### config.mk
export PLATFORM = sky130hd
export DESIGN_NAME = mem_port_arbiter
export DESIGN_NICKNAME = d
export VERILOG_FILES = /design/src/rtl/mem_port_arbiter.sv
export SDC_FILE = /design/constraint.sdc
export NUM_CORES = 1
export LEC_CHECK = 0
export ABC_AREA = 0
export BUFFER_PORTS_ARGS = -buffer_cell sky130_fd_sc_hd__buf_2
export CAP_MARGIN = 30
export CORE_UTILIZATION = 43
export CTS_BUF_LIST = sky130_fd_sc_hd__clkbuf_8
export DETAILED_ROUTE_END_ITERATION = 7
export GPL_TIMING_DRIVEN = 1
export MAX_ROUTING_LAYER = met4
export PLACE_DENSITY = 0.83
export REMOVE_ABC_BUFFERS = 1
export SLEW_MARGIN = 30
export SYNTH_ARGS = -nofsm -noshare
export SYNTH_HDL_FRONTEND = slang
export SYNTH_SLANG_ARGS = --single-unit
### constraint.sdc
create_clock -name clk -period 1.48 [get_ports clk]
set_input_delay 0.074 -clock clk [delete_from_list [all_inputs] [get_ports clk]]
set_output_delay 0.074 -clock clk [all_outputs]
set_load 0.02 [all_outputs]
### src/rtl/mem_port_arbiter.sv
`default_nettype none
// ============================================================================
// Module   : mem_port_arbiter
// Purpose  : Shares one single-port RAM between two requesters (port 0 = CPU,
//            port 1 = debug/IO loader). Serves one transaction at a time:
//            IDLE (arbitrate) -> ACC (drive RAM) -> RDW (read wait) -> IDLE.
//            Round-robin fairness by default. Defining MEM_ARB_FIXED_PRIO_EN
//            selects strict priority for port 0 instead.
// Revision : 1.0 - initial release
// ============================================================================
module mem_port_arbiter #(
  parameter int ADDR_W = 9,
  parameter int DATA_W = 16,
  parameter int RD_LAT = 1
) (
  input  logic              clk,
  input  logic              reset,
  input  logic [1:0]        m0_cmd,
  input  logic [ADDR_W-1:0] m0_addr,
  input  logic [DATA_W-1:0] m0_wdata,
  output logic [DATA_W-1:0] m0_rdata,
  output logic              m0_ready,
  input  logic [1:0]        m1_cmd,
  input  logic [ADDR_W-1:0] m1_addr,
  input  logic [DATA_W-1:0] m1_wdata,
  output logic [DATA_W-1:0] m1_rdata,
  output logic              m1_ready,
  output logic [ADDR_W-1:0] ram_addr,
  output logic [DATA_W-1:0] ram_wdata,
  output logic              ram_write,
  input  logic [DATA_W-1:0] ram_rdata,
  output logic              grant,
  output logic              illegal_cmd
);

  localparam int CNT_W = $clog2(RD_LAT + 1);
  localparam logic [1:0] CMD_READ  = 2'b01;
  localparam logic [1:0] CMD_WRITE = 2'b10;
  localparam logic [1:0] CMD_ILL   = 2'b11;

  typedef enum logic [1:0] {
    S_IDLE = 2'd0,
    S_ACC  = 2'd1,
    S_RDW  = 2'd2
  } state_t;

  state_t            state;
  logic              op_write;
  logic              ram_write_q;
  logic [CNT_W-1:0]  cnt;
  logic [DATA_W-1:0] rdata0_q;
  logic [DATA_W-1:0] rdata1_q;

  logic              m0_valid;
  logic              m1_valid;
  logic              win;
  logic [1:0]        win_cmd;
  logic [ADDR_W-1:0] win_addr;
  logic [DATA_W-1:0] win_wdata;
  logic              rd_done;
  logic              done;

`ifndef MEM_ARB_FIXED_PRIO_EN
  logic              last_grant;
`endif

  assign m0_valid = (m0_cmd == CMD_READ) || (m0_cmd == CMD_WRITE);
  assign m1_valid = (m1_cmd == CMD_READ) || (m1_cmd == CMD_WRITE);

  // Pick the winner among valid requesters and select its request fields
  always_comb begin
    win = 1'b0;
`ifdef MEM_ARB_FIXED_PRIO_EN
    win = !m0_valid;
`else
    if (m0_valid && m1_valid) begin
      win = !last_grant;
    end else begin
      win = !m0_valid;
    end
`endif
    win_cmd   = win ? m1_cmd   : m0_cmd;
    win_addr  = win ? m1_addr  : m0_addr;
    win_wdata = win ? m1_wdata : m0_wdata;
  end

  // Transaction sequencer: arbitration, RAM drive, read wait, capture
  always_ff @(posedge clk) begin
    if (reset) begin
      state       <= S_IDLE;
      op_write    <= 1'b0;
      ram_write_q <= 1'b0;
      ram_addr    <= '0;
      ram_wdata   <= '0;
      cnt         <= '0;
      rdata0_q    <= '0;
      rdata1_q    <= '0;
      grant       <= 1'b0;
      illegal_cmd <= 1'b0;
`ifndef MEM_ARB_FIXED_PRIO_EN
      last_grant  <= 1'b1;
`endif
    end else begin
      case (state)
        S_IDLE: begin
          if ((m0_cmd == CMD_ILL) || (m1_cmd == CMD_ILL)) begin
            illegal_cmd <= 1'b1;
          end
          if (m0_valid || m1_valid) begin
            ram_addr    <= win_addr;
            ram_wdata   <= win_wdata;
            op_write    <= (win_cmd == CMD_WRITE);
            ram_write_q <= (win_cmd == CMD_WRITE);
            grant       <= win;
`ifndef MEM_ARB_FIXED_PRIO_EN
            last_grant  <= win;
`endif
            state       <= S_ACC;
          end
        end
        S_ACC: begin
          ram_write_q <= 1'b0;
          if (op_write) begin
            state <= S_IDLE;
          end else begin
            cnt   <= CNT_W'(RD_LAT);
            state <= S_RDW;
          end
        end
        S_RDW: begin
          cnt <= cnt - CNT_W'(1);
          if (cnt == CNT_W'(1)) begin
            state <= S_IDLE;
            if (grant) begin
              rdata1_q <= ram_rdata;
            end else begin
              rdata0_q <= ram_rdata;
            end
          end
        end
        default: begin
          state       <= S_IDLE;
          ram_write_q <= 1'b0;
        end
      endcase
    end
  end

  // Completion decode; a reset sampled in the completing cycle suppresses
  // both the ready pulse and the RAM write so the aborted op leaves no trace
  always_comb begin
    rd_done   = (state == S_RDW) && (cnt == CNT_W'(1));
    done      = ((state == S_ACC) && op_write) || rd_done;
    m0_ready  = done && !grant && !reset;
    m1_ready  = done &&  grant && !reset;
    ram_write = ram_write_q && !reset;
    m0_rdata  = (rd_done && !grant) ? ram_rdata : rdata0_q;
    m1_rdata  = (rd_done &&  grant) ? ram_rdata : rdata1_q;
  end

endmodule
`default_nettype wire

==> out/results.tsv <==
stage	metric	value	unit
run_status	outcome	finished with violations	
run_status	failing checks	setup timing	
timing	hold_ws	0.06657	ns
global_route	wire length of the first global-routing pass	14520	um
die	Vert. Die Dim	82.93	um
synth	top post-synthesis cells by count	sky130_fd_sc_hd__dfxtp_1 (65), sky130_fd_sc_hd__nand2_1 (51), sky130_fd_sc_hd__nor2_1 (35)	
power_and_ir_drop	leak pwr	2.222	nW
route	detail-routed via count per cell	5.186	
global_route	antenna violations before repair	0	
synth	Async S/R FF share, synth	0	
route	TritonRoute pass-1 iters	4	
finish	Filler cells	441	
clock_network	clock latency at the later pin of the worst-skew pair	0.34	ns
timing	crit share post-route	1.165	
critical_path	critical-path maximum fanout	16	
clock_network	clock sink total	65	
global_route	global-route track usage on met1	0.3092	
synth	Post-synth EDFFs	0	
critical_path	Worst Setup End Kind	primary output	
clock_network	count of H-tree levels built during CTS	3	
power_and_ir_drop	Clk pwr share	0.329	
timing	maximum achievable frequency	580.1	MHz
timing	worst path setup slack after routing	-0.2440	ns
global_route	number of global-route vias before repair	3042	
synth	cell count after synthesis	289	
route	drt first-iter violations	116	
power_and_ir_drop	Seq pwr share	0.391	
timing	Final setup violation count	35	
clock_network	clock buffer count from CTS	9	
synth	Primary FF master, synth	sky130_fd_sc_hd__dfxtp_1	
synth	sequential element share of the synthesized area	0.4620	
global_route	GRT Max-Usage Layer	met2	
clock_network	Clock Pin Slew Worst Setup and Hold Paths	0.08	ns
finish	share of post-route cells with drive strength above 1	0.4476	
die	total die area	6877	um2
synth	number of unique standard cell types used by synthesis	33	
die	Row Count	29	
route	WL per Instance	16.16	um
finish	Nets	556	
critical_path	kind of start point of the critical path	register	
power_and_ir_drop	power density over cell area	1124	nW/um2
global_route	routing usage on met2	0.4493	
flow_run	Max Cap Violations	0	
global_route	met3 layer usage reported by global route	0.06064	
finish	signed area change from the synthesized netlist to the final layout	64.86	%
timing	unrepaired setup endpoints after global routing	yes	
synth	portion of synthesized cell area occupied by the leading cell type	0.4620	
critical_path	arrival time of the worst setup path	1.65	ns
die	number of primary I/O pins	134	
synth	Synthesis Warnings	0	
die	Die X	82.93	um
synth	post-synthesis cell area	2816	um2
placed_design	gp weighted congestion	0.8875	
timing	clk_skew	0.01207	ns
power_and_ir_drop	internal power summed over all cells	0.003544	W
global_route	global route overflow	0	
finish	Antenna Cells	0	
route	total length of routed wires	9116	um
worst_hold_path	classification of the worst-slack hold path	input port to register	
global_route	largest net degree at the start of global routing	49	
critical_path	Critical Setup Path Class	register to primary output	
clock_network	clock tree root buffer cell	sky130_fd_sc_hd__clkbuf_8	
power_and_ir_drop	Sw Share	0.3209	
die	Starting Density	0.4435	
critical_path	required time at the worst-slack endpoint	1.41	ns
placed_design	port bufs	133	
route	Remaining DRCs	0	
route	Antenna Nets Post-Route	0	
clock_network	maximum clock insertion buffer count	2	
route	detailed-route via count	2925	
timing	Final Hold Viols	0	
synth	post-synthesis register bit count	65	
synth	cells taking the most area after synthesis	sky130_fd_sc_hd__dfxtp_1 (46%), sky130_fd_sc_hd__mux2_2 (8.0%), sky130_fd_sc_hd__a311oi_1 (7.8%), sky130_fd_sc_hd__nor2b_1 (7.1%), sky130_fd_sc_hd__nand2_1 (6.8%)	
power_and_ir_drop	worst-case vdd ir drop	0.8133	mV
timing	worst relative slew slack	0.6971	
synth	synthesized area divided by synthesized cell count	9.746	um2
global_route	GRT Util Overall	0.2724	
synth	cell type contributing the most total cell area after synthesis	sky130_fd_sc_hd__dfxtp_1	
timing	post-layout minimum cycle time	1.724	ns
timing	max-slew violation count	0	
die	core outline area	6350	um2
synth	cell with the most instances after synthesis	sky130_fd_sc_hd__dfxtp_1	
timing	actual slew at the worst max-slew pin	0.4543	ns
power_and_ir_drop	net switching power	0.001675	W
timing	Sum Neg Setup Slack	-5.744	ns
clock_network	CTS tree	done	
power_and_ir_drop	Gate power share	0.280	
placed_design	detailed placement HPWL	4568	um
per-layer routing:
layer | vias up | part of all wire
li1 | 1375 | -
met1 | 1364 | 0.42
met2 | 168 | 0.49
met3 | 18 | 0.071
met4 | 0 | 0.016
met5 | - | 0
state kept, by name, summed over array words and instances, names as in the netlist:
register,cells
ram_write_q,1
illegal_cmd,1
op_write,1
rdata1_q,16
ram_addr,9
ram_wdata,16
cnt,1
rdata0_q,16
grant,1
last_grant,1
state,2
cell families (layout without fill, tap and decap cells):
group	after synthesis	count (layout)	share of synthesized area
flops	65	65	0.4620
fa+ha+maj	2	2	0.008884
mux	33	33	0.1475
buf+inv	22	220	0.03820
simple gates	131	131	0.2403
compound gates	36	36	0.1031
final timing paths:
| check | start | endpoint | slack (ns) | depth (start not counted) |
|---|---|---|---|---|
| max | state[0] | m0_rdata[11] | -0.24 | 5 |
| min | reset | state[0] | 0.07 | 2 |
| max reg2reg | state[1] | ram_wdata[6] | -0.01 | 5 |
| min reg2reg | illegal_cmd | illegal_cmd | 0.45 | 2 |
cell usage in the layout, fill, tap and decap left out, types with 2 or more instances in the layout:
cell type / instances
sky130_fd_sc_hd__buf_12: 5
sky130_fd_sc_hd__inv_6: 2
sky130_fd_sc_hd__clkbuf_16: 2
sky130_fd_sc_hd__mux2_2: 16
sky130_fd_sc_hd__bufinv_16: 2
sky130_fd_sc_hd__buf_4: 12
sky130_fd_sc_hd__dfxtp_2: 3
sky130_fd_sc_hd__nor2b_4: 5
sky130_fd_sc_hd__clkinv_4: 2
sky130_fd_sc_hd__a311oi_1: 21
sky130_fd_sc_hd__buf_6: 23
sky130_fd_sc_hd__a311oi_2: 4
sky130_fd_sc_hd__dfxtp_1: 61
sky130_fd_sc_hd__ha_1: 2
sky130_fd_sc_hd__nor2_1: 35
sky130_fd_sc_hd__o21ai_0: 2
sky130_fd_sc_hd__mux2_4: 16
sky130_fd_sc_hd__inv_1: 2
sky130_fd_sc_hd__nor3_1: 2
sky130_fd_sc_hd__buf_2: 109
sky130_fd_sc_hd__nor2b_1: 31
sky130_fd_sc_hd__nand2_1: 51
sky130_fd_sc_hd__dlygate4sd3_1: 50
sky130_fd_sc_hd__a21oi_1: 3
sky130_fd_sc_hd__clkbuf_8: 9
repair_timing:
| item | in CTS | in global routing |
|---|---|---|
| cloned | 1 | 1 |
| pin swaps | 0 | 1 |
| gates resized for setup | 45 | 18 |
| hold buffers | 50 | 0 |
| endpoints found under the hold margin | 25 | 0 |
| endpoints found under the setup margin | 34 | 54 |
| setup buffers | 1 | 3 |
power groups by stage:
stage	clock (W)	sequential, W	combinational [W]
finish	0.00172	0.00204	0.00146
global route	0.00183	0.00207	0.00155
CTS	0.00176	0.00204	0.00131
detailed placement	0	0.00207	0.00118
global placement	0	0.00207	0.00114
floorplan	0	0.00225	0.000497
stage by stage:
| stage | utilization | cells | setup slack (ns) | cell area [um2] | total power (W) |
|---|---|---|---|---|---|
| 2_1_floorplan | - | 270 | -0.3893 | 2720 | 0.002743 |
| 3_3_place_gp | 0.5724 | 492 | 0.06603 | 3635 | 0.003209 |
| 3_5_place_dp | 0.5724 | 492 | -0.05751 | 3635 | 0.003244 |
| 4_1_cts | 0.7129 | 560 | -0.2664 | 4527 | 0.005104 |
| 5_1_grt | 0.7312 | 564 | -0.3005 | 4643 | 0.005449 |
| 6_report | 0.7312 | 564 | -0.2440 | 4643 | 0.005219 |
worst max-delay path, cell delays in order (launching register included):
cell                       delay [ns]
sky130_fd_sc_hd__dfxtp_2         0.34
sky130_fd_sc_hd__nand3b_4        0.16
sky130_fd_sc_hd__nor2_4          0.11
sky130_fd_sc_hd__buf_12          0.17
sky130_fd_sc_hd__mux2_2          0.36
sky130_fd_sc_hd__buf_2           0.16
final cells by class:
class	instances	area [um2]	share of cell area
clock buffers	9	123.9	0.02668
clock inverters	7	102.6	0.02210
inverters	3	11.26	0.002425
multi-input cells	202	1455	0.3134
flip-flops and latches	65	1309	0.2819
well taps	77	96.34	0.02075
repair buffers	201	1545	0.3328
(Power assumes the default switching activity.)
